**src/rtl/bm_free_list.sv**
```systemverilog
`default_nettype none
//------------------------------------------------------------------------------
// Module   : bm_free_list
// Purpose  : Buffer free list (circular FIFO in 1r1w RAM) with 2-entry alloc
//            prefetch. Optional BM_DOUBLE_FREE_CHECK_EN adds a double-free bitmap.
// Revision : 1.0  initial release
//------------------------------------------------------------------------------

`ifndef BUF_PTR_NBITS
`define BUF_PTR_NBITS 4
`endif
`ifndef PORT_ID_NBITS
`define PORT_ID_NBITS 4
`endif
`ifndef RESET_SIG
`define RESET_SIG rst_n
`endif

module bm_free_list #(
  parameter int NUM_BUFS        = 2**`BUF_PTR_NBITS,
  parameter int FREE_LOW_THRESH = 16
) (
  input  logic                        clk,
  input  logic                        `RESET_SIG,
  input  logic                        rel_buf_valid,
  input  logic [`PORT_ID_NBITS-1:0]   rel_buf_port_id,
  input  logic [`BUF_PTR_NBITS-1:0]   rel_buf_ptr,
  input  logic                        alloc_req,
  output logic                        alloc_ready,
  output logic [`BUF_PTR_NBITS-1:0]   alloc_buf_ptr,
  output logic                        init_read_count_valid,
  output logic [`BUF_PTR_NBITS-1:0]   init_read_count_ptr,
  output logic [`BUF_PTR_NBITS:0]     free_count,
  output logic                        free_low,
  output logic                        init_done,
  output logic                        err_rel,
  output logic [`PORT_ID_NBITS-1:0]   err_port_id
);

  localparam int PW = `BUF_PTR_NBITS;
  localparam logic [PW-1:0] c_LAST_PTR   = PW'(NUM_BUFS - 1);
  localparam logic [PW:0]   c_NUM_BUFS   = (PW+1)'(NUM_BUFS);
  localparam logic [PW:0]   c_LOW_THRESH = (PW+1)'(FREE_LOW_THRESH);

  typedef enum logic [0:0] {ST_INIT = 1'b0, ST_RUN = 1'b1} state_t;

  state_t                     r_state, w_state_nxt;
  logic                       r_init_active;
  logic [PW-1:0]              r_i;
  logic [PW-1:0]              r_mem [NUM_BUFS];
  logic [PW-1:0]              r_rd_data;
  logic                       r_rd_pend;
  logic [PW-1:0]              r_head, r_tail;
  logic [PW:0]                r_ram_cnt, r_free_count;
  logic [1:0]                 r_pf_cnt, w_pf_cnt_nxt;
  logic [PW-1:0]              r_pf_d0, r_pf_d1, w_pf_d0_nxt, w_pf_d1_nxt;
  logic                       r_alloc_ready, r_init_done, r_err_rel, r_free_low;
  logic [`PORT_ID_NBITS-1:0]  r_err_port_id;

  logic          w_run, w_pop, w_full_drop, w_map_ok, w_rel_ok, w_rel_err;
  logic          w_ram_avail, w_rd_en, w_wr_en;
  logic [2:0]    w_occ_after_pop;
  logic [PW-1:0] w_wr_addr, w_wr_data;

  function automatic logic [PW-1:0] f_ptr_inc(input logic [PW-1:0] p);
    return (p == c_LAST_PTR) ? '0 : p + PW'(1);
  endfunction

  assign w_run       = (r_state == ST_RUN);
  assign w_pop       = alloc_req && r_alloc_ready;
  assign w_full_drop = (r_free_count == c_NUM_BUFS) && !w_pop;
  assign w_rel_ok    = rel_buf_valid && w_run && !w_full_drop && w_map_ok;
  assign w_rel_err   = rel_buf_valid && !w_rel_ok;

  // A release into an empty RAM is read the same cycle via the write bypass.
  assign w_ram_avail     = (r_ram_cnt != '0) || w_rel_ok;
  assign w_occ_after_pop = {1'b0, r_pf_cnt} + {2'b0, r_rd_pend} - {2'b0, w_pop};
  assign w_rd_en         = w_run && w_ram_avail && (w_occ_after_pop < 3'd2);

  assign w_wr_en   = r_init_active || w_rel_ok;
  assign w_wr_addr = r_init_active ? r_i : r_tail;
  assign w_wr_data = r_init_active ? r_i : rel_buf_ptr;

`ifdef BM_DOUBLE_FREE_CHECK_EN
  logic [NUM_BUFS-1:0] r_alloc_map;

  always_ff @(posedge clk) begin
    if (r_state == ST_INIT) begin
      r_alloc_map <= '0;
    end else begin
      if (w_pop)    r_alloc_map[r_pf_d0]     <= 1'b1;
      if (w_rel_ok) r_alloc_map[rel_buf_ptr] <= 1'b0;
    end
  end

  assign w_map_ok = r_alloc_map[rel_buf_ptr];
`else
  assign w_map_ok = 1'b1;
`endif

  // Free-list storage; deliberately not reset, INIT rebuilds it.
  always_ff @(posedge clk) begin
    if (w_wr_en) r_mem[w_wr_addr] <= w_wr_data;
    if (w_rd_en) r_rd_data <= (w_wr_en && (w_wr_addr == r_head)) ? w_wr_data : r_mem[r_head];
  end

  always_ff @(posedge clk or negedge `RESET_SIG) begin
    if (!`RESET_SIG) r_state <= ST_INIT;
    else             r_state <= w_state_nxt;
  end

  always_comb begin
    w_state_nxt  = r_state;
    w_pf_cnt_nxt = r_pf_cnt;
    w_pf_d0_nxt  = r_pf_d0;
    w_pf_d1_nxt  = r_pf_d1;
    if (r_state == ST_INIT && r_init_active && r_i == c_LAST_PTR) w_state_nxt = ST_RUN;
    if (w_pop) begin
      w_pf_d0_nxt  = r_pf_d1;
      w_pf_cnt_nxt = r_pf_cnt - 2'd1;
    end
    if (r_rd_pend) begin
      if (w_pf_cnt_nxt == 2'd0) w_pf_d0_nxt = r_rd_data;
      else                      w_pf_d1_nxt = r_rd_data;
      w_pf_cnt_nxt = w_pf_cnt_nxt + 2'd1;
    end
  end

  always_ff @(posedge clk or negedge `RESET_SIG) begin
    if (!`RESET_SIG) begin
      r_init_active <= 1'b0;
      r_i           <= '0;
      r_head        <= '0;
      r_tail        <= '0;
      r_ram_cnt     <= '0;
      r_free_count  <= '0;
      r_rd_pend     <= 1'b0;
      r_pf_cnt      <= '0;
      r_pf_d0       <= '0;
      r_pf_d1       <= '0;
      r_alloc_ready <= 1'b0;
      r_init_done   <= 1'b0;
      r_err_rel     <= 1'b0;
      r_err_port_id <= '0;
      r_free_low    <= 1'b0;
    end else begin
      r_err_rel  <= w_rel_err;
      r_free_low <= (r_free_count < c_LOW_THRESH);
      if (w_rel_err) r_err_port_id <= rel_buf_port_id;
      if (r_state == ST_INIT) begin
        if (!r_init_active) begin
          r_init_active <= 1'b1;
        end else if (r_i == c_LAST_PTR) begin
          r_init_active <= 1'b0;
          r_i           <= '0;
          r_head        <= '0;
          r_tail        <= '0;
          r_ram_cnt     <= c_NUM_BUFS;
          r_free_count  <= c_NUM_BUFS;
          r_init_done   <= 1'b1;
        end else begin
          r_i <= r_i + PW'(1);
        end
      end else begin
        if (w_rel_ok) r_tail <= f_ptr_inc(r_tail);
        if (w_rd_en)  r_head <= f_ptr_inc(r_head);
        r_ram_cnt     <= r_ram_cnt + {{PW{1'b0}}, w_rel_ok} - {{PW{1'b0}}, w_rd_en};
        r_free_count  <= r_free_count + {{PW{1'b0}}, w_rel_ok} - {{PW{1'b0}}, w_pop};
        r_rd_pend     <= w_rd_en;
        r_pf_cnt      <= w_pf_cnt_nxt;
        r_pf_d0       <= w_pf_d0_nxt;
        r_pf_d1       <= w_pf_d1_nxt;
        r_alloc_ready <= (w_pf_cnt_nxt != 2'd0);
      end
    end
  end

  assign alloc_ready           = r_alloc_ready;
  assign alloc_buf_ptr         = r_pf_d0;
  assign init_read_count_valid = r_init_active;
  assign init_read_count_ptr   = r_i;
  assign free_count            = r_free_count;
  assign free_low              = r_free_low;
  assign init_done             = r_init_done;
  assign err_rel               = r_err_rel;
  assign err_port_id           = r_err_port_id;

endmodule

`default_nettype wire

```
**config.mk**
```make
export PLATFORM = sky130hd
export DESIGN_NAME = bm_free_list
export DESIGN_NICKNAME = d
export VERILOG_FILES = /design/src/rtl/bm_free_list.sv
export SDC_FILE = /design/constraint.sdc
export NUM_CORES = 1
export LEC_CHECK = 0
export ABC_AREA = 1
export ABC_CLOCK_PERIOD_IN_PS = 7500
export CAP_MARGIN = 20
export CORE_UTILIZATION = 60
export CTS_CLUSTER_SIZE = 8
export DETAILED_ROUTE_END_ITERATION = 12
export PLACE_DENSITY = 0.8
export SYNTH_ARGS = -nofsm -noshare
export SYNTH_HDL_FRONTEND = slang
export SYNTH_SLANG_ARGS = --single-unit
export TNS_END_PERCENT = 100
```
**constraint.sdc**
```tcl
create_clock -name clk -period 7.5 [get_ports clk]
set_input_delay 1.5 -clock clk [delete_from_list [all_inputs] [get_ports clk]]
set_output_delay 1.5 -clock clk [all_outputs]
set_load 0.02 [all_outputs]
```
Yosys cells after proc, flatten, opt, wreduce, memory -nomap -nowiden
Memory sizes are Yosys's and may differ from the RTL's. A register that Yosys moved wholly into a read port is not among the register bits.
Index checks and enable logic that the tools add are counted.
{ "word_totals": {"ff_bits": 43, "ram_bits": 64, "inputBits": 12, "output_inout_bits": 22, "word_cells": 87, "memories": 1} }
{ "op_classes": {"addsub": 11, "magnitude_cmp": 2, "n_eq_ne": 6, "mux": 24, "bitwise": 2, "n_reduce_logical": 25} }
{ "memory_table": {"columns": ["memory", "depth", "width", "rd", "rd_ports_with_merged_regs", "write_ports", "line_no", "text"], "rows": [
  ["r_mem", 16, 4, 1, 1, 1, "50", "logic [PW-1:0] r_mem [NUM_BUFS];"]
]} }
{ "op_table": {"columns": ["operator", "n"], "rows": [
  ["$mux 4", 14],
  ["$mux 5", 4],
  ["$add 4x1->4 const B", 3],
  ["$eq 4x4->1 const B", 3],
  ["$reduce_and 3->1", 4],
  ["$add 5x1->5", 2],
  ["$sub 5x1->5", 2],
  ["$logic_and 1x1->1", 9],
  ["$reduce_bool 2->1", 3],
  ["$eq 5x5->1 const B", 1],
  ["$lt 5x5->1 const B", 1],
  ["$reduce_bool 5->1", 1],
  ["$mux 1", 4],
  ["$mux 2", 2],
  ["$ne 2x1->1 const B", 2],
  ["$reduce_and 2->1", 2],
  ["$add 2x1->3", 1],
  ["$logic_not 1->1", 3],
  ["$lt 3x2->1 const B", 1],
  ["$sub 3x1->3", 1],
  ["$add 2x1->2 const B", 1],
  ["$logic_not 2->1", 1],
  ["$logic_or 1x1->1", 2],
  ["$not 1->1", 2],
  ["$sub 2x1->2 const B", 1]
]} }

Longest topological paths before layout
Gate-level depths: netlist of the first run.
{ "logic_depth": {"depth_word": 10, "ltp_mapped": 25, "ltp_nobuf": 25} }

Worst setup path after synthesis of the first run
Ideal clock, no wire load.
{ "synth_path": {"path_type": "input -> register", "startpoint": "input alloc_req", "endpoint": "register r_ram_cnt[4]", "setup_ns": 0.117, "arrival_ns": 4.285, "required_time_ns": 7.383, "slack_ns": 3.098, "stages": 24, "path_buffers": 0, "cell_sequence": "nand2_1 -> inv_1 -> nand2_1 -> inv_1 -> nor2_1 -> inv_1 -> ha_1 -> inv_1 -> fa_1 -> nand3_1 -> nor2_1 -> nand2_1 -> inv_1 -> ha_1 -> inv_1 -> ha_1 -> inv_1 -> fa_1 -> nor2_1 -> o21bai_1 -> nand2_1 -> o21ai_0 -> nor2_1 -> nor2_1"} }
{ "synth_between": {"elab_chain_len": 10, "elab_cells_between_ends": 13, "classes_between": "add/sub (3); order compare (1); mux (1); reduce/logical (8)"} }
{ "synth_rtl": {"columns": ["element", "line_no", "text"], "rows": [
  ["start, declared", "28", "input logic alloc_req,"],
  ["$logic_and 1x1->1 *", "70", "assign w_pop = alloc_req && r_alloc_ready;"],
  ["branches (longest 6 deep; another with $sub 3x1->3)", null, null],
  ["$logic_and 1x1->1 *", "78", "assign w_rd_en = w_run && w_ram_avail && (w_occ_after_pop < 3'd2);"],
  ["net w_rd_en", "61", "logic w_ram_avail, w_rd_en, w_wr_en;"],
  ["$sub 5x1->5 *", "167", "r_ram_cnt <= r_ram_cnt + {{PW{1'b0}}, w_rel_ok} - {{PW{1'b0}}, w_rd_en};"],
  ["$mux 5 *", "150", "if (r_state == ST_INIT) begin"],
  ["end signal, assigned", "158", "r_ram_cnt <= c_NUM_BUFS;"],
  ["end signal, assigned", "167", null],
  ["end, declared", "54", "logic [PW:0] r_ram_cnt, r_free_count;"]
]} }
Mark *: on every way through the listed nets, which the timed path passes.
A chain may end at the register's enable or synchronous reset.

Final worst setup path of the first run
Same ends and word-level chain as after synthesis.

==> metrics, run 1 <==
status=finished, violations left; violated checks=design-rule violations; insertion delay to the later sink of the worst-skew pair=0.38 ns; ANT cells=0; final hold violation count=0; Cell Area, Placed=5900 µm²; row cnt=34; routed vias=4202; # setup viols final=0; clock sinks=110; first-pass GRT wire length=18800 µm; CTS clk-pin slew, worst paths=0.10 ns; maxcap violations=0; Worst Tran Pin Value=0.993 ns; RD Place Congestion=0.877; initial antenna violation count=0; CP max FO=7; H-tree depth=3; Final Skew=0.00837 ns; root buffer cell=clkbuf_8; top cell type's share of synthesized area=0.370; Vias per Instance=5.54; crit path launch type=input port; fin. max-slew vios=0; Layout area overhead=10.2%; DPL Wire Length=7620 µm; syn_area_per_cell=8.94 µm²; CP Capture Type=register; Design Area, Final=6080 µm²; Syn Nets=649; VDD IR max=0.228 mV; pin count of the biggest net entering global routing=43; Seq/Total Area, Yosys=0.561; Max clock buf depth=2; final net count=678; count of different cell masters after synthesis=34; ANT nets after route=0; Synth area leaders=edfxtp_1 37%, dfrtp_1 19%, nand2_1 13%; first-iteration detailed-routing DRC count=326; Post-Syn Instances=617; Die Y=97.9 µm; Hold Buf Count CTS=0; crit path DAT=5.20 ns; CTS tree=yes; GRT Total Usage=0.250; layout cells sized above 1=0.0477; io pins=34; overall power=2.29 mW; Leak=2.87 nW; vias in the first global route=4024; Post-synth EDFFs=68; largest area contributor in the netlist=edfxtp_1; register bit total from synthesis=110; FILL cells=663; drt pass-1 iters=9; grt total ovfl=0; kind of critical path=in2reg; Die Width=97.9 µm; post-CTS setup buffers=0; Final min period=4.92 ns; DRC=1; top post-synthesis cells by count=187 x nand2_1, 99 x inv_1, 68 x edfxtp_1; type of the worst min-delay path=reg2reg; Die Area=9580 µm²; number of port buffers=33; Synth async-reset ratio=0.382; Max-slew headroom=0.337; Tcrit/Tclk final=0.656; Critical Path RT=7.78 ns; cell area after synthesis=5520 µm²; Yosys warnings=0; most common cell in the netlist=nand2_1; RSZ-0062 raised after global routing=no; CTS buffer count=9; fin util=0.691; core area=8810 µm²; WL/cell=14.7 µm; ys flop type=edfxtp_1; FMAX=0.203 GHz; CTS resizes=0; P per Cell Area=376 nW/µm²; Routed WL=11100 µm; Final TNS setup=0 ns; Initial Util=0.627
==> logic make-up (layout without fill, tap and decap cells) <==
logic type / Yosys count / after routing / share of synthesized area
and+or+nand+nor: 312 / 312 / 0.241
AOI/OAI and AO/OA: 49 / 49 / 0.0522
xor gates and xnor gates: 6 / 6 / 0.00952
muxes: 1 / 1 / 0.00204
buffers and inverters: 119 / 152 / 0.0857
adders and majority gates: 20 / 20 / 0.0494
DFF: 110 / 110 / 0.561
==> per-stage QoR <==
| stage | hold slack, ns | setup slack (ns) | cells |
|---|---|---|---|
| 6_report | 0.501 | 2.58 | 758 |
| 2_1_floorplan | 0.448 | 3.10 | 617 |
| 3_5_place_dp | 0.473 | 2.23 | 743 |
| 4_1_cts | 0.501 | 2.63 | 758 |
| 3_3_place_gp | 0.469 | 2.42 | 743 |
| 5_1_grt | 0.517 | 2.23 | 758 |
==> worst max-delay path: stages <==
cell	delay (ns)
clkdlybuf4s50_1	0.45
nand2_1	0.15
inv_1	0.13
nand2_1	0.09
inv_1	0.11
nor2_1	0.07
inv_1	0.05
ha_1	0.13
inv_1	0.05
fa_1	0.49
nand3_1	0.07
nor2_1	0.12
nand2_1	0.10
inv_1	0.19
ha_1	0.26
inv_1	0.06
ha_1	0.16
inv_1	0.06
fa_1	0.38
nor2_1	0.17
o21bai_1	0.09
nand2_1	0.06
o21ai_0	0.06
nor2_1	0.13
nor2_1	0.04
==> report_power, final <==
part	total, mW	leakage (nW)	internal, mW	switching (mW)
sequential	0.904	1.13	0.792	0.113
combinational	1.05	1.65	0.393	0.661
clock	0.330	0.0922	0.125	0.205
total	2.29	2.87	1.31	0.978
==> flip-flops by register name, indices dropped and copies added, names as in the netlist <==
name and count:
alloc_buf_ptr 4, alloc_ready 1, err_port_id 4, err_rel 1
free_count 5, free_low 1, init_read_count_ptr 4, init_read_count_valid 1
r_head 4, r_mem 64, r_pf_cnt 2, r_pf_d1 4
r_ram_cnt 5, r_rd_data 4, r_rd_pend 1, r_state 1
r_tail 4
==> final timing paths <==
check | start | endpoint | slack, ns | cells after the start
worst max-delay path | alloc_req | r_ram_cnt[4]$_DFFE_PN0P_ | 2.58 | 25
max in group asynchronous | rst_n | r_pf_d1[0]$_DFFE_PN0P_ | 5.68 | 1
min in group asynchronous | rst_n | free_count[4]$_DFFE_PN0P_ | 1.25 | 1
worst max register to register | alloc_ready$_DFFE_PN0P_ | r_ram_cnt[4]$_DFFE_PN0P_ | 3.72 | 24
worst min-delay path | err_port_id[1]$_DFFE_PN0P_ | err_port_id[1]$_DFFE_PN0P_ | 0.50 | 2
worst min register to register | err_port_id[1]$_DFFE_PN0P_ | err_port_id[1]$_DFFE_PN0P_ | 0.50 | 2
==> cell usage in the layout, fill, tap and decap left out, drive strengths merged, types with 5 or more instances in the layout <==
master,count
edfxtp,68
o22ai,5
nand2,195
nand3,66
clkbuf,9
dfrtp,42
inv,103
clkinv,5
o21ai,25
a21oi,9
clkdlybuf4s50,32
o211ai,5
nor2,41
ha,17
nand4,8
==> metal layers <==
layer	wire [µm]	share of wire	global-route usage
met3	774	0.070	0.0523
met2	5230	0.47	0.389
met4	150	0.013	0.0909
met1	4980	0.45	0.351
met5	0	0	0
==> final cells by class <==
class | instances | area [µm²] | area share
clock inverters | 6 | 55.1 | 0.00905
repair buffers | 35 | 340 | 0.0560
clock buffers | 9 | 124 | 0.0204
flip-flops and latches | 110 | 3090 | 0.509
well taps | 108 | 135 | 0.0222
inverters | 102 | 383 | 0.0630
multi-input cells | 388 | 1950 | 0.321
(Power assumes the default switching activity.)
==> run 2, diff against run 1 <==
--- a/config.mk
+++ b/config.mk
@@ -6,12 +6,12 @@
 export NUM_CORES = 1
 export LEC_CHECK = 0
 export ABC_AREA = 1
-export ABC_CLOCK_PERIOD_IN_PS = 7500
+export ABC_CLOCK_PERIOD_IN_PS = 4100
 export CAP_MARGIN = 20
-export CORE_UTILIZATION = 60
+export CORE_UTILIZATION = 54
 export CTS_CLUSTER_SIZE = 8
 export DETAILED_ROUTE_END_ITERATION = 12
-export PLACE_DENSITY = 0.8
+export PLACE_DENSITY = 0.76
 export SYNTH_ARGS = -nofsm -noshare
 export SYNTH_HDL_FRONTEND = slang
 export SYNTH_SLANG_ARGS = --single-unit
==> constraint.sdc (replaced) <==
create_clock -name clk -period 4.1 [get_ports clk]
set_input_delay 0.82 -clock clk [delete_from_list [all_inputs] [get_ports clk]]
set_output_delay 0.82 -clock clk [all_outputs]
set_load 0.02 [all_outputs]
==> metrics, run 2 (synthesized netlist as in run 1, its figures left out) <==
root buffer cell=clkbuf_8; fin util=0.630 (-0.0607); GRT Total Usage=0.235 (-0.0147); CP max FO=3 (-4); routed vias=4136 (-1.6%); ANT cells=0 (unchanged); final net count=685 (+1.0%); Post-Layout Cell Count=791 (+4.4%); slowest CP cell=fa_1; first-pass GRT wire length=18700 µm (-0.59%); CP Launch Point=alloc_req; grt total ovfl=0 (unchanged); Max clock buf depth=2 (unchanged); core area=9820 µm² (+12%); Biggest register=r_mem; most frequent cells in the layout=187 x nand2_1, 99 x inv_1, 68 x edfxtp_1, 65 x nand3_1, 42 x dfrtp_1; Die Y=103 µm (+5.3%); CP Capture Type=register; insertion delay to the later sink of the worst-skew pair=0.38 ns (about the same); CTS tree=yes; CTS buffer count=9 (unchanged); WL/cell=14.2 µm (-3.4%); ANT nets after route=0 (unchanged); Worst Tran Pin Value=0.962 ns (-0.0312 ns); Crit path top cell by count=inv_1; Layout area overhead=12.1%; drt pass-1 iters=5 (-4); Cell Area, Placed=5990 µm² (+1.4%); Initial Util=0.562 (-0.0647); P per Cell Area=693 nW/µm² (+84%); Critical Path RT=4.37 ns (-3.41 ns); fin. max-slew vios=0 (unchanged); crit path launch type=input port; type of the worst min-delay path=reg2reg; # setup viols final=0 (unchanged); initial antenna violation count=0 (unchanged); dpl cells=775 (+4.3%); VDD IR max=0.312 mV (+37%); clock sinks=110 (unchanged); FMAX=0.259 GHz; R2R depth=24 (unchanged); Routed WL=11200 µm (+0.77%); crit path DAT=4.14 ns (-1.06 ns); Levels on crit path=25 (unchanged); DRC=0 (-1); CTS clk-pin slew, worst paths=0.10 ns (about the same); status=finished clean; Final TNS setup=0 ns (unchanged); H-tree depth=3 (unchanged); Final Skew=0.0111 ns (+0.00278 ns); worst stage delay on the critical path=0.48 ns (about the same); hold path start=r_pf_d1[1]$_DFFE_PN0P_; post-CTS setup buffers=0 (unchanged); Die Width=103 µm (+5.3%); first-iteration detailed-routing DRC count=213 (-35%); maxcap violations=0 (unchanged); Die Area=10600 µm² (+11%); Design Area, Final=6190 µm² (+1.7%); row cnt=36 (+5.9%); Final min period=3.87 ns; RD Place Congestion=0.881 (+0.36%); r2r startpoint=alloc_ready$_DFFE_PN0P_; most common cell after layout, fill and taps aside=nand2_1; Leak=2.91 nW (+1.4%); Max-slew headroom=0.358 (+0.0208); overall power=4.29 mW (+87%); kind of critical path=in2reg; max reg flops=64 (unchanged); Tcrit/Tclk final=0.943; DPL Wire Length=7750 µm (+1.8%); pin count of the biggest net entering global routing=43 (unchanged); Worst Hold Depth=2 (unchanged); Top delay family on crit path=adder cells; Vias per Instance=5.23 (-5.7%); WP buf/inv=8 (unchanged); layout cells sized above 1=0.0653 (+0.0177); final hold violation count=0 (unchanged); io pins=34 (unchanged); number of port buffers=33 (unchanged); vias in the first global route=3924 (-2.5%)
run 2: path summary, 6_finish.rpt:
path / end / slack (ns)
worst min-delay path: r_pf_d1[1]$_DFFE_PN0P_ / 0.49
worst min register to register: r_pf_d1[1]$_DFFE_PN0P_ / 0.49
worst max-delay path: r_ram_cnt[4]$_DFFE_PN0P_ / 0.23
min in group asynchronous: err_rel$_DFF_PN0_ / 0.57
max in group asynchronous: r_ram_cnt[4]$_DFFE_PN0P_ / 2.95
worst max register to register: r_ram_cnt[4]$_DFFE_PN0P_ / 0.69
run 2: repair_timing:
item | CTS | global route
hold buffers | 0 | 0
gates resized for setup | 0 | 4
setup endpoints to repair | 0 | 1
run 2: tightest hold or removal path: stages, from the launching register on:
cell and delay (ns):
dfrtp_1 0.35, nand2_1 0.05, o21ai_0 0.06
run 2: power by group:
part | internal (mW) | switching (mW) | leakage, nW
sequential | 1.45 | 0.206 | 1.13
combinational | 0.777 | 1.23 | 1.68
clock | 0.259 | 0.372 | 0.101
run 2: layout make-up:
type / count / area [µm²]
timing repair buffer: 42 / 393
multi-input combinational: 388 / 1960
inverter: 102 / 383
clock inverter: 5 / 37.5
clock buffer: 11 / 151
tap: 133 / 166
sequential: 110 / 3090
fill: 866 / 3630
run 2: routing by layer:
metal / vias to the layer above / part of all wire / track usage
li1: 2047 / - / -
met1: 1947 / 0.45 / 0.316
met2: 120 / 0.48 / 0.388
met3: 22 / 0.053 / 0.0420
met4: 0 / 0.019 / 0.0802
met5: - / 0 / 0
run 2: through the flow:
step,hold WS (ns),worst slack [ns]
floorplan,0.448,0.378
global placement,0.467,0.0368
detailed placement,0.469,-0.136
CTS,0.494,0.239
global route,0.518,-0.00596
finish,0.494,0.235
==> run 3, diff against run 2 <==
--- a/config.mk
+++ b/config.mk
@@ -5,13 +5,12 @@
 export SDC_FILE = /design/constraint.sdc
 export NUM_CORES = 1
 export LEC_CHECK = 0
-export ABC_AREA = 1
 export ABC_CLOCK_PERIOD_IN_PS = 4100
 export CAP_MARGIN = 20
-export CORE_UTILIZATION = 54
+export CORE_UTILIZATION = 47
 export CTS_CLUSTER_SIZE = 8
 export DETAILED_ROUTE_END_ITERATION = 12
-export PLACE_DENSITY = 0.76
+export PLACE_DENSITY = 0.68
 export SYNTH_ARGS = -nofsm -noshare
 export SYNTH_HDL_FRONTEND = slang
 export SYNTH_SLANG_ARGS = --single-unit
==> metrics, run 3 <==
status=finished clean; ys flop type=edfxtp_1; top cell type's share of synthesized area=0.394 (+0.0244); DPL Wire Length=6660 µm (-14%); Crit path top cell by count=inv_1; dpl cells=543 (-30%); Initial Util=0.493 (-0.0694); fin. max-slew vios=0 (unchanged); row cnt=37 (+2.8%); RD Place Congestion=0.733 (-17%); Layout area overhead=14.3%; GRT met2 Usage=0.296 (-0.0918); final net count=451 (-34%); initial antenna violation count=0 (unchanged); Post-Syn Instances=383 (-38%); Vias per Instance=5.63 (+7.7%); Post-Layout Cell Count=560 (-29%); Seq/Total Area, Yosys=0.598 (+0.0370); layout cells sized above 1=0.165 (+0.0997); most common cell after layout, fill and taps aside=edfxtp_1; Final Skew=0.0228 ns (+0.0116 ns); Tcrit/Tclk final=0.969 (+0.0264); CTS clk-pin slew, worst paths=0.12 ns (+0.02 ns); Hold Path Sink=err_port_id[0]$_DFFE_PN0P_; Syn Nets=415 (-36%); slowest CP cell=clkdlybuf4s50_1; fin worst setup slack=0.127 ns (-0.108 ns); clock sinks=110 (unchanged); Synth area leaders=edfxtp_1 39%, dfrtp_1 20%, mux4_2 7.0%; first-iteration detailed-routing DRC count=181 (-15%); Final min period=3.97 ns (+0.108 ns); first-pass GRT wire length=15900 µm (-15%); Die Area=11400 µm² (+7.6%); WL/cell=17.5 µm (+23%); Biggest register=r_mem; DRC=0 (unchanged); top post-synthesis cells by count=68 x edfxtp_1, 42 x dfrtp_1, 31 x nor2_1; register bit total from synthesis=110 (unchanged); CP max FO=2 (-1); final hold violation count=0 (unchanged); ANT nets after route=0 (unchanged); Critical Path RT=4.42 ns (+0.05 ns); maxcap violations=0 (unchanged); worst stage delay on the critical path=0.50 ns (+0.02 ns); Routed WL=9800 µm (-13%); Yosys warnings=0 (unchanged); Max clock buf depth=2 (unchanged); number of port buffers=33 (unchanged); Die Width=107 µm (+3.7%); crit path launch type=input port; H-tree depth=3 (unchanged); RR Endpoint=r_ram_cnt[4]$_DFFE_PN0P_; io pins=34 (unchanged); syn_area_per_cell=13.5 µm² (+51%); FMAX=0.252 GHz (-2.7%); R2R depth=18 (-25%); Design Area, Final=5910 µm² (-4.4%); vias in the first global route=3136 (-20%); pre-CTS setup slack=-0.344 ns (-0.209 ns); VDD IR max=0.360 mV (+15%); cell area after synthesis=5180 µm² (-6.2%); grt total ovfl=0 (unchanged); R2R setup slack=0.63 ns (-0.06 ns); Worst Tran Pin Value=0.941 ns (-0.0205 ns); most frequent cells in the layout=68 x edfxtp_1, 42 x dfrtp_1, 32 x clkdlybuf4s50_1, 31 x nor2_1, 28 x inv_1; Synth async-reset ratio=0.382 (unchanged); largest area contributor in the netlist=edfxtp_1; CTS tree=yes; overall power=4.17 mW (-2.7%); root buffer cell=clkbuf_8; Max-slew headroom=0.372 (+0.0144); routed vias=3153 (-24%); core area=10500 µm² (+7.0%); GRT Total Usage=0.184 (-0.0512); hold path start=err_port_id[0]$_DFFE_PN0P_; Worst Hold Depth=1 (-1); most common cell in the netlist=edfxtp_1; drt pass-1 iters=4 (-1); global routing usage on met1=0.259 (-0.0567); # setup viols final=0 (unchanged); Leak=2.24 nW (-23%); max reg flops=64 (unchanged); Cell Area, Placed=5670 µm² (-5.4%); Die Y=107 µm (+3.7%); met3 global-route usage=0.0304 (-0.0116); ANT cells=0 (unchanged); count of different cell masters after synthesis=47 (+38%); CP Launch Point=alloc_req; crit path DAT=4.29 ns (+0.15 ns); CTS buffer count=9 (unchanged); Post-synth EDFFs=68 (unchanged); fin util=0.563 (-0.0672); type of the worst min-delay path=reg2reg; P per Cell Area=705 nW/µm² (+1.7%); pin count of the biggest net entering global routing=43 (unchanged); CP Capture Type=register; r2r startpoint=alloc_ready$_DFFE_PN0P_; worst-path cell chain=clkdlybuf4s50_1 > nand2_2 > xnor2_2 > ha_2 > inv_1 > fa_1 > xnor2_1 > nand3_1 > a41oi_4 > ha_1 > inv_1 > ha_1 > inv_1 > fa_1 > nand2b_4 > a21oi_4 > o21ai_2 > a311oi_1 > o21bai_1; insertion delay to the later sink of the worst-skew pair=0.39 ns (about the same); Top Usage Layer GRT=met2; kind of critical path=in2reg
[run 3: cell types whose count changed after synthesis, moves of 9 or more]
cell,previous run,this run
a21oi_1,8,19
a22oi_1,0,10
clkbuf_1,4,14
inv_1,99,28
mux2_2,1,16
mux4_2,0,16
nand2_1,187,23
nand3_1,65,4
nor2_1,40,31
o21ai_0,25,16
xnor2_1,2,12
[run 3: layout make-up]
| cell class | instances | area (µm²) |
|---|---|---|
| clock buffer | 9 | 124 |
| clock inverter | 7 | 81.3 |
| fill | 856 | 4590 |
| inverter | 28 | 105 |
| multi-input combinational | 227 | 1940 |
| sequential | 110 | 3090 |
| tap | 136 | 170 |
| timing repair buffer | 43 | 400 |
[run 3: critical path, delay by kind of cell]
family                     cells  cell delay, ns
buffers and inverters          4            0.65
and+or+nand+nor                3            0.38
AOI/OAI and AO/OA              5            0.77
xor gates and xnor gates       2            0.32
adders and majority gates      5            1.34
[run 3: repair_timing]
item,4_1_cts,5_1_grt
buffers inserted,0,1
resized for setup,0,8
hold buffers,0,0
endpoints found under the setup margin,0,1
[run 3: cells by family (layout without fill, tap and decap cells)]
kind of cell    count (synthesis)  in the layout  synth area share
mux                            40             40             0.122
compound gates                 78             78             0.101
flops                         110            110             0.598
simple gates                   75             75            0.0682
buf+inv                        46             87            0.0343
fa+ha+maj                      20             20            0.0527
xor+xnor                       14             14            0.0237
[run 3: worst max path at each step]
stage	end	slack [ns]	cells past startpoint
after floorplan	r_ram_cnt[4]$_DFFE_PN0P_	0.07	18
after global routing	r_ram_cnt[4]$_DFFE_PN0P_	-0.02	19
final	r_ram_cnt[4]$_DFFE_PN0P_	0.13	19
after global placement	r_ram_cnt[4]$_DFFE_PN0P_	-0.27	19
after CTS	r_ram_cnt[4]$_DFFE_PN0P_	0.05	19
after detailed placement	r_ram_cnt[4]$_DFFE_PN0P_	-0.34	19
[run 3: per-layer routing]
layer,up-vias,part of all wire
met5,-,0
li1,1488,-
met3,11,0.032
met4,0,0.013
met2,71,0.48
met1,1583,0.48
[run 3: where the power goes]
group          leakage, nW  internal (mW)  switching, mW  total, mW
combinational         1.03          0.926          0.892       1.82
sequential            1.11           1.46          0.207       1.66
clock                0.107          0.253          0.435      0.688
[run 3: stage by stage]
step / hold slack, ns / setup TNS, ns
3_5_place_dp: 0.493 / -0.344
4_1_cts: 0.521 / 0
3_3_place_gp: 0.486 / -0.271
6_report: 0.518 / 0
2_1_floorplan: 0.480 / 0
5_1_grt: 0.534 / -0.0194
